--- src/rtl/ureg_pkg.sv ---
// Shared op-code and state definitions for the universal register and its shift step.
package ureg_pkg;
  localparam int OP_W = 3;
  typedef logic [OP_W-1:0] op_t;

  localparam op_t OP_INC = 3'd0;
  localparam op_t OP_DEC = 3'd1;
  localparam op_t OP_SHL = 3'd2;
  localparam op_t OP_SHR = 3'd3;
  localparam op_t OP_ASR = 3'd4;
  localparam op_t OP_ROL = 3'd5;
  localparam op_t OP_ROR = 3'd6;
  localparam op_t OP_NOP = 3'd7;

  typedef enum logic {ST_IDLE, ST_SHIFT} state_e;
endpackage

--- src/rtl/universal_register_if.sv ---
// Control/status bundle of the universal register; master drives requests, slave is the register.
interface universal_register_if #(
  parameter int DATA_WIDTH  = 16,
  parameter int SHAMT_WIDTH = $clog2(DATA_WIDTH+1)
);
  import ureg_pkg::*;

  logic                   cl;
  logic                   ld;
  logic [DATA_WIDTH-1:0]  in;
  logic                   start;
  op_t                    op;
  logic [SHAMT_WIDTH-1:0] shamt;
  logic                   ser_in;
  logic [DATA_WIDTH-1:0]  out;
  logic                   cy;
  logic                   busy;
  logic                   done;

  modport master (output cl, ld, in, start, op, shamt, ser_in,
                  input  out, cy, busy, done);
  modport slave  (input  cl, ld, in, start, op, shamt, ser_in,
                  output out, cy, busy, done);
endinterface

--- src/rtl/ureg_shift_step.sv ---
// Combinational single-bit shift/rotate step; bit_o is the bit that falls off the end.
module ureg_shift_step
  import ureg_pkg::*;
#(
  parameter int DATA_WIDTH = 16
) (
  input  logic [DATA_WIDTH-1:0] val_i,
  input  op_t                   op_i,
  input  logic                  ser_i,
  output logic [DATA_WIDTH-1:0] val_o,
  output logic                  bit_o
);
  localparam int W = DATA_WIDTH;

  always_comb begin
    val_o = val_i;
    bit_o = 1'b0;
    case (op_i)
      OP_SHL: begin val_o = {val_i[W-2:0], ser_i};      bit_o = val_i[W-1]; end
      OP_SHR: begin val_o = {ser_i, val_i[W-1:1]};      bit_o = val_i[0];   end
      OP_ASR: begin val_o = {val_i[W-1], val_i[W-1:1]}; bit_o = val_i[0];   end
      OP_ROL: begin val_o = {val_i[W-2:0], val_i[W-1]}; bit_o = val_i[W-1]; end
      OP_ROR: begin val_o = {val_i[0], val_i[W-1:1]};   bit_o = val_i[0];   end
      default: ;
    endcase
  end
endmodule

--- src/rtl/universal_register.sv ---
// Width-parametrised counter/shifter register: single-cycle INC/DEC/NOP, one-bit-per-clock shifts.
module universal_register
  import ureg_pkg::*;
#(
  parameter int DATA_WIDTH  = 16,
  parameter int SHAMT_WIDTH = $clog2(DATA_WIDTH+1)
) (
  input  logic                 clk,
  input  logic                 rst_n,
  universal_register_if.slave  bus
);
  localparam int W = DATA_WIDTH;

  state_e                 state_q, state_d;
  logic [W-1:0]           out_q, out_d;
  logic                   cy_q, cy_d;
  logic                   done_q, done_d;
  logic [SHAMT_WIDTH-1:0] cnt_q, cnt_d;
  op_t                    op_q, op_d;
  logic [W-1:0]           step_val;
  logic                   step_bit;

  ureg_shift_step #(.DATA_WIDTH(W)) u_step (
    .val_i (out_q),
    .op_i  (op_q),
    .ser_i (bus.ser_in),
    .val_o (step_val),
    .bit_o (step_bit)
  );

  always_ff @(posedge clk or negedge rst_n) begin
    if (!rst_n) begin
      state_q <= ST_IDLE;
      out_q   <= '0;
      cy_q    <= 1'b0;
      done_q  <= 1'b0;
      cnt_q   <= '0;
      op_q    <= OP_INC;
    end else begin
      state_q <= state_d;
      out_q   <= out_d;
      cy_q    <= cy_d;
      done_q  <= done_d;
      cnt_q   <= cnt_d;
      op_q    <= op_d;
    end
  end

  always_comb begin
    state_d = state_q;
    out_d   = out_q;
    cy_d    = cy_q;
    cnt_d   = cnt_q;
    op_d    = op_q;
    done_d  = 1'b0;
    if (bus.cl) begin
      state_d = ST_IDLE;
      out_d   = '0;
      cy_d    = 1'b0;
      cnt_d   = '0;
    end else if (bus.ld) begin
      state_d = ST_IDLE;
      out_d   = bus.in;
      cy_d    = 1'b0;
    end else if (bus.start && state_q == ST_IDLE) begin
      op_d   = bus.op;
      done_d = 1'b1;
      case (bus.op)
        OP_INC: begin out_d = out_q + W'(1); cy_d = &out_q;  end
        OP_DEC: begin out_d = out_q - W'(1); cy_d = ~|out_q; end
        OP_NOP: ;
        default: begin
          // A zero-length shift completes like a single-cycle op.
          if (bus.shamt != '0) begin
            done_d  = 1'b0;
            cnt_d   = bus.shamt;
            state_d = ST_SHIFT;
          end
        end
      endcase
    end else if (state_q == ST_SHIFT) begin
      out_d = step_val;
      cy_d  = step_bit;
      cnt_d = cnt_q - SHAMT_WIDTH'(1);
      if (cnt_q == SHAMT_WIDTH'(1)) begin
        state_d = ST_IDLE;
        done_d  = 1'b1;
      end
    end
  end

  assign bus.out  = out_q;
  assign bus.cy   = cy_q;
  assign bus.busy = (state_q == ST_SHIFT);
  assign bus.done = done_q;
endmodule

--- src/flat_wrapper.sv ---
// flat-port wrapper written by rule: the top's interface ports become plain ports
module universal_register_flat import ureg_pkg::*;
#(
  parameter int DATA_WIDTH  = 16,
  parameter int SHAMT_WIDTH = $clog2(DATA_WIDTH+1)
)
  (clk, rst_n, bus_cl, bus_ld, bus_in, bus_start, bus_op, bus_shamt, bus_ser_in, bus_out, bus_cy, bus_busy, bus_done);
  universal_register_if #(.DATA_WIDTH(DATA_WIDTH), .SHAMT_WIDTH(SHAMT_WIDTH)) bus_i ();
  input  logic clk;
  input  logic rst_n;
  input wire logic [$bits(bus_i.cl)-1:0] bus_cl;
  input wire logic [$bits(bus_i.ld)-1:0] bus_ld;
  input wire logic [$bits(bus_i.in)-1:0] bus_in;
  input wire logic [$bits(bus_i.start)-1:0] bus_start;
  input wire logic [$bits(bus_i.op)-1:0] bus_op;
  input wire logic [$bits(bus_i.shamt)-1:0] bus_shamt;
  input wire logic [$bits(bus_i.ser_in)-1:0] bus_ser_in;
  output wire logic [$bits(bus_i.out)-1:0] bus_out;
  output wire logic [$bits(bus_i.cy)-1:0] bus_cy;
  output wire logic [$bits(bus_i.busy)-1:0] bus_busy;
  output wire logic [$bits(bus_i.done)-1:0] bus_done;
  assign bus_i.cl = bus_cl;
  assign bus_i.ld = bus_ld;
  assign bus_i.in = bus_in;
  assign bus_i.start = bus_start;
  assign bus_i.op = bus_op;
  assign bus_i.shamt = bus_shamt;
  assign bus_i.ser_in = bus_ser_in;
  assign bus_out = bus_i.out;
  assign bus_cy = bus_i.cy;
  assign bus_busy = bus_i.busy;
  assign bus_done = bus_i.done;
  universal_register #(.DATA_WIDTH(DATA_WIDTH), .SHAMT_WIDTH(SHAMT_WIDTH)) u_core (.clk(clk), .rst_n(rst_n), .bus(bus_i));
endmodule
--- config.mk ---
export PLATFORM = sky130hd
export DESIGN_NAME = universal_register_flat
export DESIGN_NICKNAME = d
export VERILOG_FILES = /design/src/rtl/ureg_pkg.sv /design/src/rtl/universal_register_if.sv /design/src/rtl/ureg_shift_step.sv /design/src/rtl/universal_register.sv /design/src/flat_wrapper.sv
export SDC_FILE = /design/constraint.sdc
export NUM_CORES = 1
export LEC_CHECK = 0
export BUFFER_PORTS_ARGS = -buffer_cell sky130_fd_sc_hd__buf_2
export CORE_AREA = 8 8 75 94
export DETAILED_ROUTE_END_ITERATION = 8
export DIE_AREA = 0 0 83 102
export PLACE_DENSITY_LB_ADDON = 0.2
export SKIP_CTS_REPAIR_TIMING = 1
export SLEW_MARGIN = 25
export SYNTH_ARGS = -nofsm -noshare
export SYNTH_HDL_FRONTEND = slang
export SYNTH_SLANG_ARGS = --single-unit
--- constraint.sdc ---
create_clock -name clk -period 3.6 [get_ports clk]
set_input_delay 0.18 -clock clk [delete_from_list [all_inputs] [get_ports clk]]
set_output_delay 0.18 -clock clk [all_outputs]
set_load 0.01 [all_outputs]
# After elaboration in Yosys (flattened, before gate mapping)
# Index checks and enable logic that the tools add are counted.
op_classes:
  addsub: 3
  eq_ne: 15
  n_mux: 32
  n_bitwise: 3
  reduce_logical: 19
op_table:
  columns: ["operator", "count"]
  rows:
  - ["$pmux 16 s5", 1]
  - ["$mux 16", 4]
  - ["$pmux 16 s2", 1]
  - ["$mux 5", 6]
  - ["$mux 1", 18]
  - ["$add 16x1->16 const B", 1]
  - ["$reduce_and 16->1", 1]
  - ["$reduce_or 16->1", 1]
  - ["$sub 16x1->16 const B", 1]
  - ["$eq 3x3->1 const B", 4]
  - ["$ne 4x4->1 const B", 2]
  - ["$reduce_and 4->1", 2]
  - ["$reduce_bool 8->1", 1]
  - ["$reduce_bool 7->1", 1]
  - ["$eq 3x2->1 const B", 2]
  - ["$ne 3x3->1 const B", 2]
  - ["$reduce_and 3->1", 2]
  - ["$reduce_or 3->1", 2]
  - ["$eq 5x1->1 const B", 1]
  - ["$ne 5x5->1 const B", 1]
  - ["$reduce_bool 5->1", 1]
  - ["$sub 5x1->5 const B", 1]
  - ["$ne 4x3->1 const B", 1]
  - ["$pmux 1 s2", 2]
  - ["other kinds (10)", 13]
totals:
  ff_bits: 27
  in_bits: 30
  out_inout_bits: 19
  elab_cells: 79

# Longest topological paths before layout
depth:
  word_depth: 7
  depth_mapped: 11

# Modules after synthesis
# Synthesis repeated with hierarchy kept, for this count alone.
hier_totals:
  hier_cells: 485
  area_unflattened_um2: 3540.9
by_module_without_submodules:
  columns: ["module", "instances", "cells_per_inst", "area_each_um2", "seq_area_each_um2"]
  rows:
  - ["universal_register", 1, 335, 2617.5, 675.6]
  - ["ureg_shift_step", 1, 150, 923.4, 0.0]

# Least setup slack after synthesis
# No wires, ideal clock.
synth_timing:
  path_kind: "input port to flip-flop"
  start: "input port bus_op[2]"
  end: "register u_core.out_q[9], in the netlist u_core.bus.out[9]"
  setup_ns: 0.078
  arrival_ns: 2.236
  path_slack_ns: 1.287
  cell_stages: 10
  cell_sequence: "nor2_2 > nand2_1 > inv_1 > ha_1 > a211oi_1 > o21ai_1 > a221oi_1 > xnor2_1 > o22ai_1 > a21oi_1"
synth_via:
  elab_chain_cells: 5
  word_cells_on_any_way: 8
synth_rtl:
  columns: ["item", "line_no", "rtl"]
  rows:
  - ["start, declared", "flat_wrapper.sv:15", "input wire logic [$bits(bus_i.op)-1:0] bus_op;"]
  - ["$eq 3x1->1 or $logic_not 3->1 (tied branches)", "universal_register.sv:68", "case (bus.op)"]
  - ["$pmux 16 s2", "universal_register.sv:68", null]
  - ["$mux 16", "universal_register.sv:65", "end else if (bus.start && state_q == ST_IDLE) begin"]
  - ["$mux 16", "universal_register.sv:61", "end else if (bus.ld) begin"]
  - ["$mux 16", "universal_register.sv:56", "if (bus.cl) begin"]
  - ["end signal, assigned", "universal_register.sv:41", "out_q <= out_d;"]
  - ["end, declared", "universal_register.sv:15", "logic [W-1:0] out_q, out_d;"]
# Parallel ways exist; a longest one is shown, timed or not.
# A chain may end at the register's enable or synchronous reset.

# Worst setup path after layout
layout_timing:
  start: "input port bus_op[2]"
  end: "register u_core.out_q[14], in the netlist u_core.bus.out[14]"
# Same word-level chain as after synthesis.

==> summary.txt <==
Layout
  • Antenna diode count: 0
  • Post-Route Utilization: 0.534
  • Final instance area: 3000 um^2
  • Non-filler cells, final: 445
  • Area added between synthesis and finish: 11.1%
  • Fin nets: between 400 and 500
  • Share of cells above drive strength 1: 0.179
  • Fillers: approximately 550

Clock network
  • CTS buffer count: 3
  • CTS tree: built
  • Longest Clk Path Bufs: 2
  • Clk root buf: clkbuf_8
  • Htree depth: 1
  • CTS clock-pin slew for the worst setup and hold paths: roughly 110 ps
  • Clk sink count: 27
  • Clk_lat worst skew: between 200 and 300 ps

Timing
  • Max Clk Rate: ~400 MHz
  • RSZ-0062 raised after global routing: no
  • Final setup fails: 0
  • Minimum clock period: about 2500 ps
  • Final Hold Fails: 0
  • Final Cycle Share: 0.696
  • Setup total negative slack: 0 ps
  • Relative slew slack: 0.509
  • Worst-margin pin slew: 736 ps
  • Worst hold margin: approximately 110 ps
  • Fin. max-slew vios: 0
  • Skew final: 12.1 ps

Global routing
  • First-pass GRT wire length: about 14,000 um
  • Total GRT Usage: 0.194
  • Vias in the first global route: 2,817
  • Largest net degree at the start of global routing: 28
  • Routing usage on met3: 0.0183
  • GRT overflow: 0
  • Most Crowded Layer GR: met2
  • Antenna violations before repair: 0
  • M2 GR Usage: 0.342
  • GR Layer Usage met1: 0.235

Critical path
  • Worst stage delay on the critical path: a little under 400 ps
  • Worst path cell trace: buf_2, nor2_2, nand2_1, inv_1, ha_1, and3_1, o2111ai_1, nand3b_1, a21o_1, mux2_2, nor2_1
  • Reg2reg start: u_core.bus.out[0]
  • CP Class: in -> reg
  • CP endpoint: u_core.bus.out[14]
  • R2R cell count: 8
  • Crit path launch type: primary input
  • CP max FO: 14
  • Crit path required time: around 3800 ps
  • Worst reg-to-reg setup slack: around 1200 ps
  • Reg-to-Reg End: u_core.bus.out[14]
  • Crit path capture type: flip-flop
  • Arrival @ worst endpoint: ~2700 ps
  • Critical Path Source: bus_op[2]
  • Worst path slowest cell: inv_1

Detailed routing
  • Avg WL per Cell: between 15 and 20 um
  • DR DRC count: 0
  • Vias: between 2,000 and 3,000
  • Final wirelength: ~8200 um
  • Iter 0 DRT Violations: around 160
  • Post-DR vias/cell: about 6.3
  • Drt pass-1 iters: 4
  • ANT nets after route: 0

Logic synthesis
  • Number of synthesized flops with an enable pin: 0
  • Syn avg cell area: between 7 and 8 um^2
  • Syn Nets: 390
  • Largest family of logic cells by synthesized area: compound AO/OA/AOI/OAI gates
  • Synth Area in XOR/XNOR: 0.0356
  • Synthesis Warnings: 0
  • Most frequent cell after synthesis: nand2_1
  • Yosys top cell area share: 0.250
  • Mux cell area share after synthesis: 0.0430
  • Main synth FF type: dfrtp_1
  • Mapped Area: ~2700 um^2
  • Share of flip-flops with an asynchronous set or reset: 1.00
  • Post-synth top cells: nand2_1, dfrtp_1, a21oi_1
  • Post-synthesis compound-gate area fraction: 0.306
  • Simple-Gate Fraction of Synth Area: 0.226
  • Adder-Cell Fraction of Synth Area: 0.0814
  • FF+latch count, synth: 27
  • Synth unique cells: 60
  • Largest area contributor in the netlist: dfrtp_1
  • Sequential share of the synthesized area: 0.250
  • Post-Syn Instances: between 300 and 400
  • Largest cells by area after synthesis: dfrtp_1, ha_1, nand2_1, a21oi_1, nor2_1

Power and ir drop
  • P_leak: about 0.0013 uW
  • Max VDD drop: 0.157 mV
  • Pwr/cell area: 369 nW/um^2

Floorplan
  • Die height: approximately 100 um
  • Core Box Area: around 5600 um^2
  • IO Count: just under 50
  • Die Footprint: approximately 8500 um^2
  • Starting Density: 0.481
  • Row count: 31
  • Die Wd: ~83 um

Placed design
  • DP Area: 2950 um^2
  • HPWL Detailed: around 6100 um
  • Placer Congestion: between 0.9 and 1
  • Number of port buffers: between 40 and 50
  • Placed Cells: 440

Run status
  • Status: finished, final reports clean

Worst hold path
  • Worst min path class: in -> reg

Job
  • Max Cap Viol: 0
-- critical path, delay by kind of cell --
kind                     cells  cell delay [ps]
AO/OA/AOI/OAI                2              400
AND/OR/NAND/NOR              5              980
buffers and inverters        2              510
multiplexers                 1              270
adder cells (fa/ha/maj)      1              380
-- state kept, by name (all words and copies together) (netlist names) --
register / flops
u_core.bus.cy: 1
u_core.op_q: 3
u_core.bus.out: 16
u_core.bus.busy: 1
u_core.cnt_q: 5
u_core.bus.done: 1
-- power by group --
group	switching [uW]	internal, uW	total (uW)
clock	108	79.7	188
combinational	285	203	488
sequential	85.7	345	431
total	478	629	1110
-- cell families (layout without fill, tap and decap cells) --
family,count (synthesis),in the layout
compound gates,118,118
xor+xnor,11,11
fa+ha+maj,17,17
buf+inv,34,70
flops,27,27
mux,11,11
simple gates,125,125
-- worst min path at each step --
| stage | endpoint | startpoint | slack [ps] | cells after the start |
|---|---|---|---|---|
| 2_1_floorplan | u_core.bus.busy | rst_n | -120 | 0 |
| 6_report | u_core.bus.out[9] | bus_in[9] | 110 | 3 |
| 3_5_place_dp | u_core.op_q[1] | rst_n | 250 | 1 |
| 5_1_grt | u_core.bus.out[0] | bus_in[0] | 140 | 3 |
| 3_3_place_gp | u_core.op_q[1] | rst_n | 250 | 1 |
| 4_1_cts | u_core.bus.out[15] | rst_n | -70 | 1 |
-- final cells by class --
| class | instances | area (um^2) | share of cell area |
|---|---|---|---|
| Multi-Input combinational cell | 282 | 1870 | 0.623 |
| Clock buffer | 4 | 45.0 | 0.0150 |
| Inverter | 13 | 48.8 | 0.0162 |
| Timing Repair Buffer | 53 | 280 | 0.0933 |
| Tap cell | 66 | 82.6 | 0.0275 |
| Sequential cell | 27 | 676 | 0.225 |
-- metal layers --
layer,up-vias,routed length (um)
li1,1368,-
met1,1337,3530
met2,81,4190
met3,8,416
met4,0,99
met5,-,0
-- layout by cell type, fill, tap and decap left out, types with 4 or more instances in the layout --
master	count
buf_2	48
nand2_1	44
dfrtp_1	27
a21oi_1	26
nor2_1	25
o21ai_0	18
ha_1	16
inv_1	13
a31oi_1	10
a211oi_1	8
nand3_1	7
xnor2_1	7
nor3_1	7
o211ai_1	6
mux2i_1	6
nand4_1	6
a311oi_1	5
a221oi_1	5
mux2_2	5
nor4_1	5
nor2b_1	4
nand2b_1	4
nand3b_1	4
a22oi_1	4
a21o_1	4
xor2_1	4
buf_4	4
-- per-stage QoR --
stage          setup WS, ps  total power (uW)
3_3_place_gp            866               912
6_report               1090              1110
3_5_place_dp            819               920
4_1_cts                1120              1110
5_1_grt                 847              1190
2_1_floorplan          1290               776
No activity file was read; power rests on OpenSTA's default activity.
